`config.mk`:
```
export PLATFORM = sky130hd
export DESIGN_NAME = bit_vector_adder_pipelined
export DESIGN_NICKNAME = d
export VERILOG_FILES = /design/src/rtl/bit_vector_adder_pipelined.sv
export SDC_FILE = /design/constraint.sdc
export NUM_CORES = 1
export LEC_CHECK = 0
export BUFFER_PORTS_ARGS = -buffer_cell sky130_fd_sc_hd__buf_4
export CAP_MARGIN = 40
export CORE_UTILIZATION = 59
export DETAILED_ROUTE_END_ITERATION = 10
export GPL_ROUTABILITY_DRIVEN = 0
export HOLD_SLACK_MARGIN = 0.12
export PLACE_DENSITY = 0.79
export SYNTH_ARGS = -nofsm -noshare
export SYNTH_HDL_FRONTEND = slang
export SYNTH_SLANG_ARGS = --single-unit
```
`constraint.sdc`:
```
create_clock -name clk -period 4.3 [get_ports clk]
set_input_delay 0.43 -clock clk [delete_from_list [all_inputs] [get_ports clk]]
set_output_delay 0.43 -clock clk [all_outputs]
set_load 0.02 [all_outputs]
```
`src/rtl/bit_vector_adder_pipelined.sv`:
```
// bit_vector_adder_pipelined
//   Pipelined population count of a VECTOR_SIZE-bit vector, with an optional
//   per-packet accumulate mode that saturates at 2^ACC_WIDTH-1.
//
//   The vector is zero-padded to P = 2^clog2(VECTOR_SIZE) leaves and reduced by
//   an L = clog2(P) level binary adder tree. The leaves are registered on
//   acceptance (stage 0); after that a register is placed every REG_EVERY
//   levels and always after the root, giving T = ceil(L/REG_EVERY) tree stages.
//   One more stage forms the output / accumulator. Latency is T+1 edges from
//   the accepting edge.
//
// Ports
//   clk, rst_n          clock, asynchronous active-low reset
//   acc_mode            0 = count, 1 = accumulate (travels with its beat)
//   s_valid/s_ready     input handshake, s_data vector, s_last end of packet
//   m_valid/m_ready     output handshake
//   m_sum               popcount or saturated packet total
//   m_overflow          packet total saturated (accumulate mode only)
module bit_vector_adder_pipelined #(
  parameter int VECTOR_SIZE = 16,
  parameter int REG_EVERY   = 1,
  parameter int ACC_WIDTH   = 16
) (
  input  logic                   clk,
  input  logic                   rst_n,
  input  logic                   acc_mode,
  input  logic                   s_valid,
  output logic                   s_ready,
  input  logic [VECTOR_SIZE-1:0] s_data,
  input  logic                   s_last,
  output logic                   m_valid,
  input  logic                   m_ready,
  output logic [ACC_WIDTH-1:0]   m_sum,
  output logic                   m_overflow
);

  // Guarded so that an illegal parameter set still elaborates far enough for
  // the check below to report it.
  localparam int L   = (VECTOR_SIZE < 2) ? 1 : $clog2(VECTOR_SIZE);
  localparam int P   = 1 << L;
  localparam int RE  = (REG_EVERY < 1) ? 1 : REG_EVERY;
  localparam int T   = (L + RE - 1) / RE;
  // Every tree node is carried at root width; the bits above n+1 at level n
  // are constant zero and get trimmed by synthesis.
  localparam int SW  = L + 1;
  localparam int AW1 = ACC_WIDTH + 1;

  generate
    if (VECTOR_SIZE < 2 || REG_EVERY < 1 || ACC_WIDTH < $clog2(VECTOR_SIZE) + 1) begin : g_param_check
      $error("bit_vector_adder_pipelined: illegal parameters VECTOR_SIZE=%0d REG_EVERY=%0d ACC_WIDTH=%0d",
             VECTOR_SIZE, REG_EVERY, ACC_WIDTH);
    end
  endgenerate

  // ---------------------------------------------------------------------------
  // Flow control: one global enable. Nothing moves while the output is stalled.
  // ---------------------------------------------------------------------------
  logic adv;
  logic accept;
  logic ready_q, ready_d;

  assign adv     = !m_valid || m_ready;
  // ready_q keeps s_ready low until the first edge after reset is released.
  assign s_ready = adv && ready_q;
  assign accept  = s_valid && s_ready;

  logic [P-1:0] data_pad;
  assign data_pad = P'(s_data);

  // ---------------------------------------------------------------------------
  // Adder tree. Level gi has P>>gi nodes. node_d is the combinational value of
  // the level, node_out is what the next level consumes (registered copy on
  // stage boundaries, node_d otherwise).
  // ---------------------------------------------------------------------------
  genvar gi;
  generate
    for (gi = 0; gi <= L; gi++) begin : g_lvl
      localparam int N = P >> gi;
      logic [SW-1:0] node_d   [N];
      logic [SW-1:0] node_out [N];

      if (gi == 0) begin : g_leaf
        always_comb begin
          for (int i = 0; i < N; i++) begin
            node_d[i] = SW'(data_pad[i]);
          end
        end
      end else begin : g_add
        always_comb begin
          for (int i = 0; i < N; i++) begin
            node_d[i] = g_lvl[gi-1].node_out[2*i] + g_lvl[gi-1].node_out[2*i+1];
          end
        end
      end

      if ((gi % RE == 0) || (gi == L)) begin : g_reg
        logic [SW-1:0] node_q [N];
        always_ff @(posedge clk or negedge rst_n) begin
          if (!rst_n) begin
            for (int i = 0; i < N; i++) begin
              node_q[i] <= '0;
            end
          end else if (adv) begin
            node_q <= node_d;
          end
        end
        assign node_out = node_q;
      end else begin : g_comb
        assign node_out = node_d;
      end
    end
  endgenerate

  logic [SW-1:0] count;
  assign count = g_lvl[L].node_out[0];

  // ---------------------------------------------------------------------------
  // Per-stage side-band: valid, mode and last, stages 0..T.
  // ---------------------------------------------------------------------------
  logic [T:0] vld_q, vld_d;
  logic [T:0] mode_q, mode_d;
  logic [T:0] last_q, last_d;

  always_comb begin
    ready_d = 1'b1;
    vld_d   = vld_q;
    mode_d  = mode_q;
    last_d  = last_q;
    if (adv) begin
      // Bubbles shift through as invalid stages; they are not squeezed out.
      vld_d  = {vld_q[T-1:0], accept};
      mode_d = {mode_q[T-1:0], acc_mode};
      last_d = {last_q[T-1:0], s_last};
    end
  end

  // ---------------------------------------------------------------------------
  // Output / accumulate stage.
  // ---------------------------------------------------------------------------
  logic [ACC_WIDTH-1:0] acc_q, acc_d;
  logic                 sticky_q, sticky_d;
  logic                 m_valid_q, m_valid_d;
  logic [ACC_WIDTH-1:0] m_sum_q, m_sum_d;
  logic                 m_ovf_q, m_ovf_d;
  logic [AW1-1:0]       acc_sum;
  logic                 beat_ovf;
  logic [ACC_WIDTH-1:0] acc_sat;

  // acc_q never exceeds the max, so one extra carry bit captures "true sum
  // above max" for this beat.
  assign acc_sum  = {1'b0, acc_q} + AW1'(count);
  assign beat_ovf = acc_sum[ACC_WIDTH];
  assign acc_sat  = beat_ovf ? {ACC_WIDTH{1'b1}} : acc_sum[ACC_WIDTH-1:0];

  always_comb begin
    acc_d     = acc_q;
    sticky_d  = sticky_q;
    m_valid_d = m_valid_q;
    m_sum_d   = m_sum_q;
    m_ovf_d   = m_ovf_q;
    if (adv) begin
      m_valid_d = 1'b0;
      if (vld_q[T]) begin
        if (!mode_q[T]) begin
          // Count beat: report directly, accumulator untouched.
          m_valid_d = 1'b1;
          m_sum_d   = ACC_WIDTH'(count);
          m_ovf_d   = 1'b0;
        end else if (last_q[T]) begin
          m_valid_d = 1'b1;
          m_sum_d   = acc_sat;
          m_ovf_d   = sticky_q | beat_ovf;
          acc_d     = '0;
          sticky_d  = 1'b0;
        end else begin
          acc_d     = acc_sat;
          sticky_d  = sticky_q | beat_ovf;
        end
      end
    end
  end

  always_ff @(posedge clk or negedge rst_n) begin
    if (!rst_n) begin
      ready_q   <= 1'b0;
      vld_q     <= '0;
      mode_q    <= '0;
      last_q    <= '0;
      acc_q     <= '0;
      sticky_q  <= 1'b0;
      m_valid_q <= 1'b0;
      m_sum_q   <= '0;
      m_ovf_q   <= 1'b0;
    end else begin
      ready_q   <= ready_d;
      vld_q     <= vld_d;
      mode_q    <= mode_d;
      last_q    <= last_d;
      acc_q     <= acc_d;
      sticky_q  <= sticky_d;
      m_valid_q <= m_valid_d;
      m_sum_q   <= m_sum_d;
      m_ovf_q   <= m_ovf_d;
    end
  end

  assign m_valid    = m_valid_q;
  assign m_sum      = m_sum_q;
  assign m_overflow = m_ovf_q;

endmodule

```
==> results of run 1 <==
[critical path: cells and delay by family (launching register included)]
| kind | cells | cell delay [ps] |
|---|---|---|
| buffers and inverters | 2 | 750 |
| DFF | 1 | 410 |
| and+or+nand+nor | 2 | 350 |
[routing by layer]
| metal | wire length (um) | vias up | GRT usage | part of all wire |
|---|---|---|---|---|
| li1 | - | 1942 | - | - |
| met1 | 4420 | 1845 | 0.295 | 0.45 |
| met2 | 4800 | 76 | 0.377 | 0.49 |
| met3 | 386 | 11 | 0.0542 | 0.040 |
| met4 | 119 | 0 | 0.0574 | 0.012 |
| met5 | 0 | - | 0 | 0 |
[final cells by class]
| class | count | area, um^2 |
|---|---|---|
| sequential | 108 | 2700 |
| multi-input combinational | 415 | 2400 |
| tap | 108 | 135 |
| inverter | 13 | 48.8 |
| fill | 660 | 2840 |
| clock inverter | 6 | 76.3 |
| timing repair buffer | 47 | 387 |
| clock buffer | 10 | 128 |
[registers in the layout (all words and copies together) (netlist names)]
signal and flops:
m_sum 16, acc_q 16, g_lvl.g_reg.node_q 52, m_valid 1, count 5, sticky_q 1, last_q 5, mode_q 5
m_overflow 1, vld_q 5, ready_q 1
[synth_stat cells (all sizes together) (2+ instances only)]
library cell / n / area, um^2
nor3: 6 / 41.3
clkbuf: 19 / 71.3
a41oi: 3 / 26.3
a311o: 2 / 20.0
nor3b: 5 / 37.5
a21oi: 36 / 184
and2: 2 / 12.5
nand3: 12 / 60.1
nand2: 197 / 739
a31oi: 3 / 18.8
nor4: 3 / 33.8
nand2b: 3 / 18.8
inv: 13 / 48.8
and3: 7 / 45.1
xor2: 6 / 52.6
buf: 13 / 72.6
nor2b: 2 / 12.5
fa: 8 / 160
a21o: 8 / 60.1
o31ai: 2 / 15.0
dfrtp: 108 / 2700
nand4: 9 / 71.3
o21ai: 25 / 125
o21a: 4 / 30.0
nor2: 25 / 93.8
a21boi: 2 / 15.0
xnor2: 3 / 26.3
and4: 3 / 30.0
a211oi: 3 / 32.5
ha: 27 / 338
[worst paths after layout]
check / cells past startpoint / slack, ps / to
worst max-delay path: 4 / 1940 / s_ready
worst max register to register: 6 / 2030 / acc_q[7]$_DFFE_PN0P_
worst min register to register: 2 / 480 / vld_q[0]$_DFFE_PN0N_
min in group asynchronous: 2 / 460 / m_sum[9]$_DFFE_PN0P_
max in group asynchronous: 3 / 3170 / g_lvl[2].g_reg.node_q[16]$_DFFE_PN0N_
worst min-delay path: 3 / 250 / g_lvl[0].g_reg.node_q[20]$_DFFE_PN0N_
[cells by family after synthesis]
| group | count (synthesis) | share of synthesized area |
|---|---|---|
| adder cells (fa/ha/maj) | 35 | 0.0941 |
| multiplexers | 1 | 0.00189 |
| AO/OA/AOI/OAI | 93 | 0.112 |
| other | 1 | 0.000709 |
| flip-flops | 108 | 0.511 |
| XOR/XNOR | 9 | 0.0149 |
| AND/OR/NAND/NOR | 276 | 0.229 |
| buffers and inverters | 45 | 0.0364 |
[power groups by stage]
stage / Clock, mW / Combinational (mW) / Sequential (mW)
floorplan: 0 / 0.950 / 1.52
global placement: 0 / 1.17 / 1.56
detailed placement: 0 / 1.26 / 1.58
CTS: 0.656 / 1.28 / 1.56
global route: 0.690 / 1.45 / 1.60
finish: 0.636 / 1.26 / 1.56
[what timing repair did]
item | 4_1_cts | 5_1_grt
hold endpoints to repair | 14 | 0
endpoints found under the setup margin | 0 | 0
hold buffers | 1 | 0
==> impl_metrics.env, run 1 <==
export IMPL_cp_common_cell="buf_4"
export IMPL_cp_cell_sequence="nand2b_2 -> buf_4 -> and2_1 -> buf_4"
export IMPL_final_cell_mix="nand2_1, dfrtp_1, buf_4"
export IMPL_crit_path_start_kind="flip-flop"
export IMPL_wl_per_cell_um=13.8
export IMPL_finalHoldViolations=0
export IMPL_drtIter0Drc=244
export IMPL_rsz0062_at_grt="no"
export IMPL_cp_max_fo=85
export IMPL_drt_wl_total_um=9730
export IMPL_final_common_cell="nand2_1"
export IMPL_period_minus_slack_ps=2360
export IMPL_maxSlewViolCount=0
export IMPL_postCtsSetupBuffers=0
export IMPL_synth_seq_cells=108
export IMPL_grt_pass1_vias=3867
export IMPL_finalNonFillerCells=707
export IMPL_synth_cell_area_um2=5290
export IMPL_pre_cts_ws_ps=2070
export IMPL_ir_drop_mv=0.289
export IMPL_postPlaceCellArea_um2=5670
export IMPL_max_freq_ghz=0.424
export IMPL_synth_seq_area_share=0.511
export IMPL_antenna_found_initial=0
export IMPL_syn_avg_cell_area_um2=9.31
export IMPL_yosysWarnings=0
export IMPL_rows=34
export IMPL_setup_ws_ps=1940
export IMPL_p_total_mw=3.46
export IMPL_synth_fp_nets=625
export IMPL_cts_sinks=108
export IMPL_track_usage=0.225
export IMPL_r2r_start="count[4]$_DFFE_PN0N_"
export IMPL_max_slew_margin=0.470
export IMPL_worstHoldStart="s_data[11]"
export IMPL_grt_pass1_wl_um=17400
export IMPL_cp_startpoint="m_valid$_DFFE_PN0N_"
export IMPL_vias=3874
export IMPL_cts_root_buf="clkbuf_8"
export IMPL_dieWidth_um=96.7
export IMPL_insertion_delay_ps=370
export IMPL_path_clk_slew_ps=100
export IMPL_holdWs_ps=249
export IMPL_io_buffers=40
export IMPL_ys_dominant_reg_cell="dfrtp_1"
export IMPL_crit_type="reg -> out"
export IMPL_cts_tree="yes"
export IMPL_pwr_share_seq=0.451
export IMPL_dp_cells=690
export IMPL_final_core_util=0.674
export IMPL_die_area_um2=9350
export IMPL_required_ps=3870
export IMPL_setup_viol=0
export IMPL_fin_setup_tns_ps=0
export IMPL_via_per_inst=5.48
export IMPL_ios=41
export IMPL_die_y_um=96.7
export IMPL_combinationalPowerShare=0.365
export IMPL_p_leak_nw=3.04
export IMPL_post_route_period_util=0.549
export IMPL_synth_edff_count=0
export IMPL_grt_max_degree=86
export IMPL_overflow=0
export IMPL_power_frac_clock=0.184
export IMPL_layout_drive_gt1_share=0.129
export IMPL_clockBufferDepth=2
export IMPL_cap_violations=0
export IMPL_hold_class="in -> reg"
export IMPL_status="completed"
export IMPL_internal_power_mw=2.14
export IMPL_synthArstFlopShare=1.00
export IMPL_design_area_um2=5880
export IMPL_cts_max_level=3
export IMPL_cts_resized=0
export IMPL_nNetsFinal=651
export IMPL_p_per_area_nw_per_um2=587
export IMPL_max_stage_delay_ps=610
export IMPL_switching_share=0.380
export IMPL_initial_core_util=0.607
export IMPL_synthCells=568
export IMPL_worst_pin_slew_ps=794
export IMPL_antenna_cells=0
export IMPL_area_delta_synth_final_pct=11.2
export IMPL_synth_distinct_cells=48
export IMPL_power_switching_mw=1.31
export IMPL_drc=0
export IMPL_cp_slowest_cell="buf_4"
export IMPL_dp_hpwl_um=6660
export IMPL_first_pass_iters=5
export IMPL_core_area_um2=8720
export IMPL_cp_data_arrival_time_ps=1930
export IMPL_crit_path_end_kind="output pin"
export IMPL_fin_skew_ps=9.84
export IMPL_cts_buffers=9
export IMPL_antenna_left=0
(Power assumes the default switching activity.)
==> inputs of run 2 (changes only) <==
==> constraint.sdc (replaced) <==
create_clock -name clk -period 2.3 [get_ports clk]
set_input_delay 0.23 -clock clk [delete_from_list [all_inputs] [get_ports clk]]
set_output_delay 0.23 -clock clk [all_outputs]
set_load 0.02 [all_outputs]
==> impl_metrics.env, run 2 (synthesis gave the netlist of run 1 again) <==
export IMPL_status="completed"
export IMPL_setup_ws_ps=178
export IMPL_r2r_slack_ps=180
export IMPL_first_pass_iters=5
export IMPL_pre_cts_ws_ps=87.5
export IMPL_cap_violations=0
export IMPL_clockBufferDepth=2
export IMPL_max_freq_ghz=0.471
export IMPL_path_buf_inv=0
export IMPL_min_path_cells=4
export IMPL_pwr_share_seq=0.452
export IMPL_cts_sinks=108
export IMPL_hold_class="in -> reg"
export IMPL_crit_path_end_kind="flip-flop"
export IMPL_p_leak_nw=3.14
export IMPL_required_ps=2600
export IMPL_grt_pass1_wl_um=17500
export IMPL_final_cell_mix="nand2_1, dfrtp_1, buf_4"
export IMPL_max_stage_delay_ps=420
export IMPL_period_minus_slack_ps=2120
export IMPL_initial_core_util=0.607
export IMPL_switching_share=0.382
export IMPL_fill_cells=624
export IMPL_ir_drop_mv=0.592
export IMPL_holdWs_ps=204
export IMPL_drc=0
export IMPL_worst_pin_slew_ps=603
export IMPL_cp_slowest_cell="dfrtp_1"
export IMPL_io_buffers=40
export IMPL_setup_viol=0
export IMPL_r2r_start="count[3]$_DFFE_PN0N_"
export IMPL_grt_max_degree=65
export IMPL_min_to="mode_q[4]$_DFFE_PN0N_"
export IMPL_max_slew_margin=0.598
export IMPL_cts_tree="yes"
export IMPL_path_clk_slew_ps=110
export IMPL_internal_power_mw=3.96
export IMPL_final_common_cell="nand2_1"
export IMPL_maxSlewViolCount=0
export IMPL_cp_data_arrival_time_ps=2420
export IMPL_via_per_inst=5.45
export IMPL_cp_max_fo=6
export IMPL_cp_cell_sequence="ha_1 -> a21o_1 -> a21oi_2 -> nand2_1 -> a311o_1 -> nand3_1"
export IMPL_antenna_found_initial=0
export IMPL_dp_hpwl_um=6730
export IMPL_antenna_cells=0
export IMPL_antenna_left=0
export IMPL_fin_skew_ps=16.4
export IMPL_wl_per_cell_um=13.7
export IMPL_crit_type="reg -> reg"
export IMPL_nNetsFinal=677
export IMPL_rsz0062_at_grt="no"
export IMPL_rr_worst_depth=6
export IMPL_dieWidth_um=96.7
export IMPL_cts_buffers=9
export IMPL_combinationalPowerShare=0.378
export IMPL_overflow=0
export IMPL_grt_pass1_vias=3875
export IMPL_power_frac_clock=0.170
export IMPL_finalHoldViolations=0
export IMPL_final_core_util=0.701
export IMPL_fin_setup_tns_ps=0
export IMPL_cts_max_level=3
export IMPL_vias=3987
export IMPL_layout_drive_gt1_share=0.138
export IMPL_post_route_period_util=0.923
export IMPL_drtIter0Drc=217
export IMPL_worstHoldStart="m_ready"
export IMPL_crit_path_start_kind="flip-flop"
export IMPL_r2r_end="m_sum[9]$_DFFE_PN0P_"
export IMPL_p_per_area_nw_per_um2=1050
export IMPL_core_area_um2=8720
export IMPL_critPathTopFamily="compound AO/OA/AOI/OAI gates"
export IMPL_die_y_um=96.7
export IMPL_power_switching_mw=2.45
export IMPL_cts_root_buf="clkbuf_8"
export IMPL_top_register="g_lvl.g_reg.node_q"
export IMPL_drt_wl_total_um=10000
export IMPL_track_usage=0.230
export IMPL_largest_reg_flops=52
export IMPL_die_area_um2=9350
export IMPL_area_delta_synth_final_pct=15.5
export IMPL_ios=41
export IMPL_postCtsSetupBuffers=0
export IMPL_insertion_delay_ps=370
export IMPL_rows=34
export IMPL_p_total_mw=6.42
==> run 2: metal layers <==
metal,track usage,wire [um],vias up
met5,0,0,-
met4,0.0700,77,0
met3,0.0556,394,6
met2,0.376,4940,89
met1,0.306,4620,1903
li1,-,-,1989
==> run 2: through the flow <==
stage / instance area [um^2] / std cells
2_1_floorplan: 5290 / 568
3_5_place_dp: 5710 / 697
6_report: 6110 / 732
4_1_cts: 6100 / 732
3_3_place_gp: 5710 / 697
5_1_grt: 6110 / 732
==> run 2: repair_timing <==
action,CTS,global route
setup endpoints to repair,0,9
hold endpoints to repair,63,0
hold buffers,20,0
resized for setup,0,3
==> run 2: power by group through the flow <==
stage	registers [mW]	clock network (mW)	logic [mW]
after floorplan	2.85	0	1.78
after global placement	2.91	0	2.28
after detailed placement	2.94	0	2.38
after CTS	2.90	1.12	2.43
after global routing	2.98	1.20	2.81
final	2.90	1.09	2.43
==> run 2: final cells by class <==
cell class	instances	area (um^2)	share of cell area
Clock buffer	10	138	0.0225
Clock inverter	5	45.0	0.00737
Inverter	13	48.8	0.00799
Multi-Input combinational cell	415	2420	0.396
Sequential cell	108	2700	0.442
Tap cell	108	135	0.0221
Timing Repair Buffer	73	623	0.102
==> run 2: worst max path at each step <==
| stage | end | cells after the start | slack (ps) | start |
|---|---|---|---|---|
| 3_3_place_gp | m_sum[14]$_DFFE_PN0P_ | 7 | 170 | count[0]$_DFFE_PN0N_ |
| 5_1_grt | m_overflow$_DFFE_PN0P_ | 7 | 10 | count[0]$_DFFE_PN0N_ |
| 3_5_place_dp | acc_q[2]$_DFFE_PN0P_ | 7 | 90 | count[0]$_DFFE_PN0N_ |
| 2_1_floorplan | m_sum[14]$_DFFE_PN0P_ | 7 | 270 | count[0]$_DFFE_PN0N_ |
| 6_report | m_sum[9]$_DFFE_PN0P_ | 6 | 180 | count[3]$_DFFE_PN0N_ |
| 4_1_cts | m_overflow$_DFFE_PN0P_ | 7 | 80 | count[0]$_DFFE_PN0N_ |
==> run 2: worst reg2reg max path: stages (launching register included) <==
cell and delay [ps]:
dfrtp_1 420, ha_1 370, a21o_1 230, a21oi_2 330
nand2_1 240, a311o_1 410, nand3_1 60
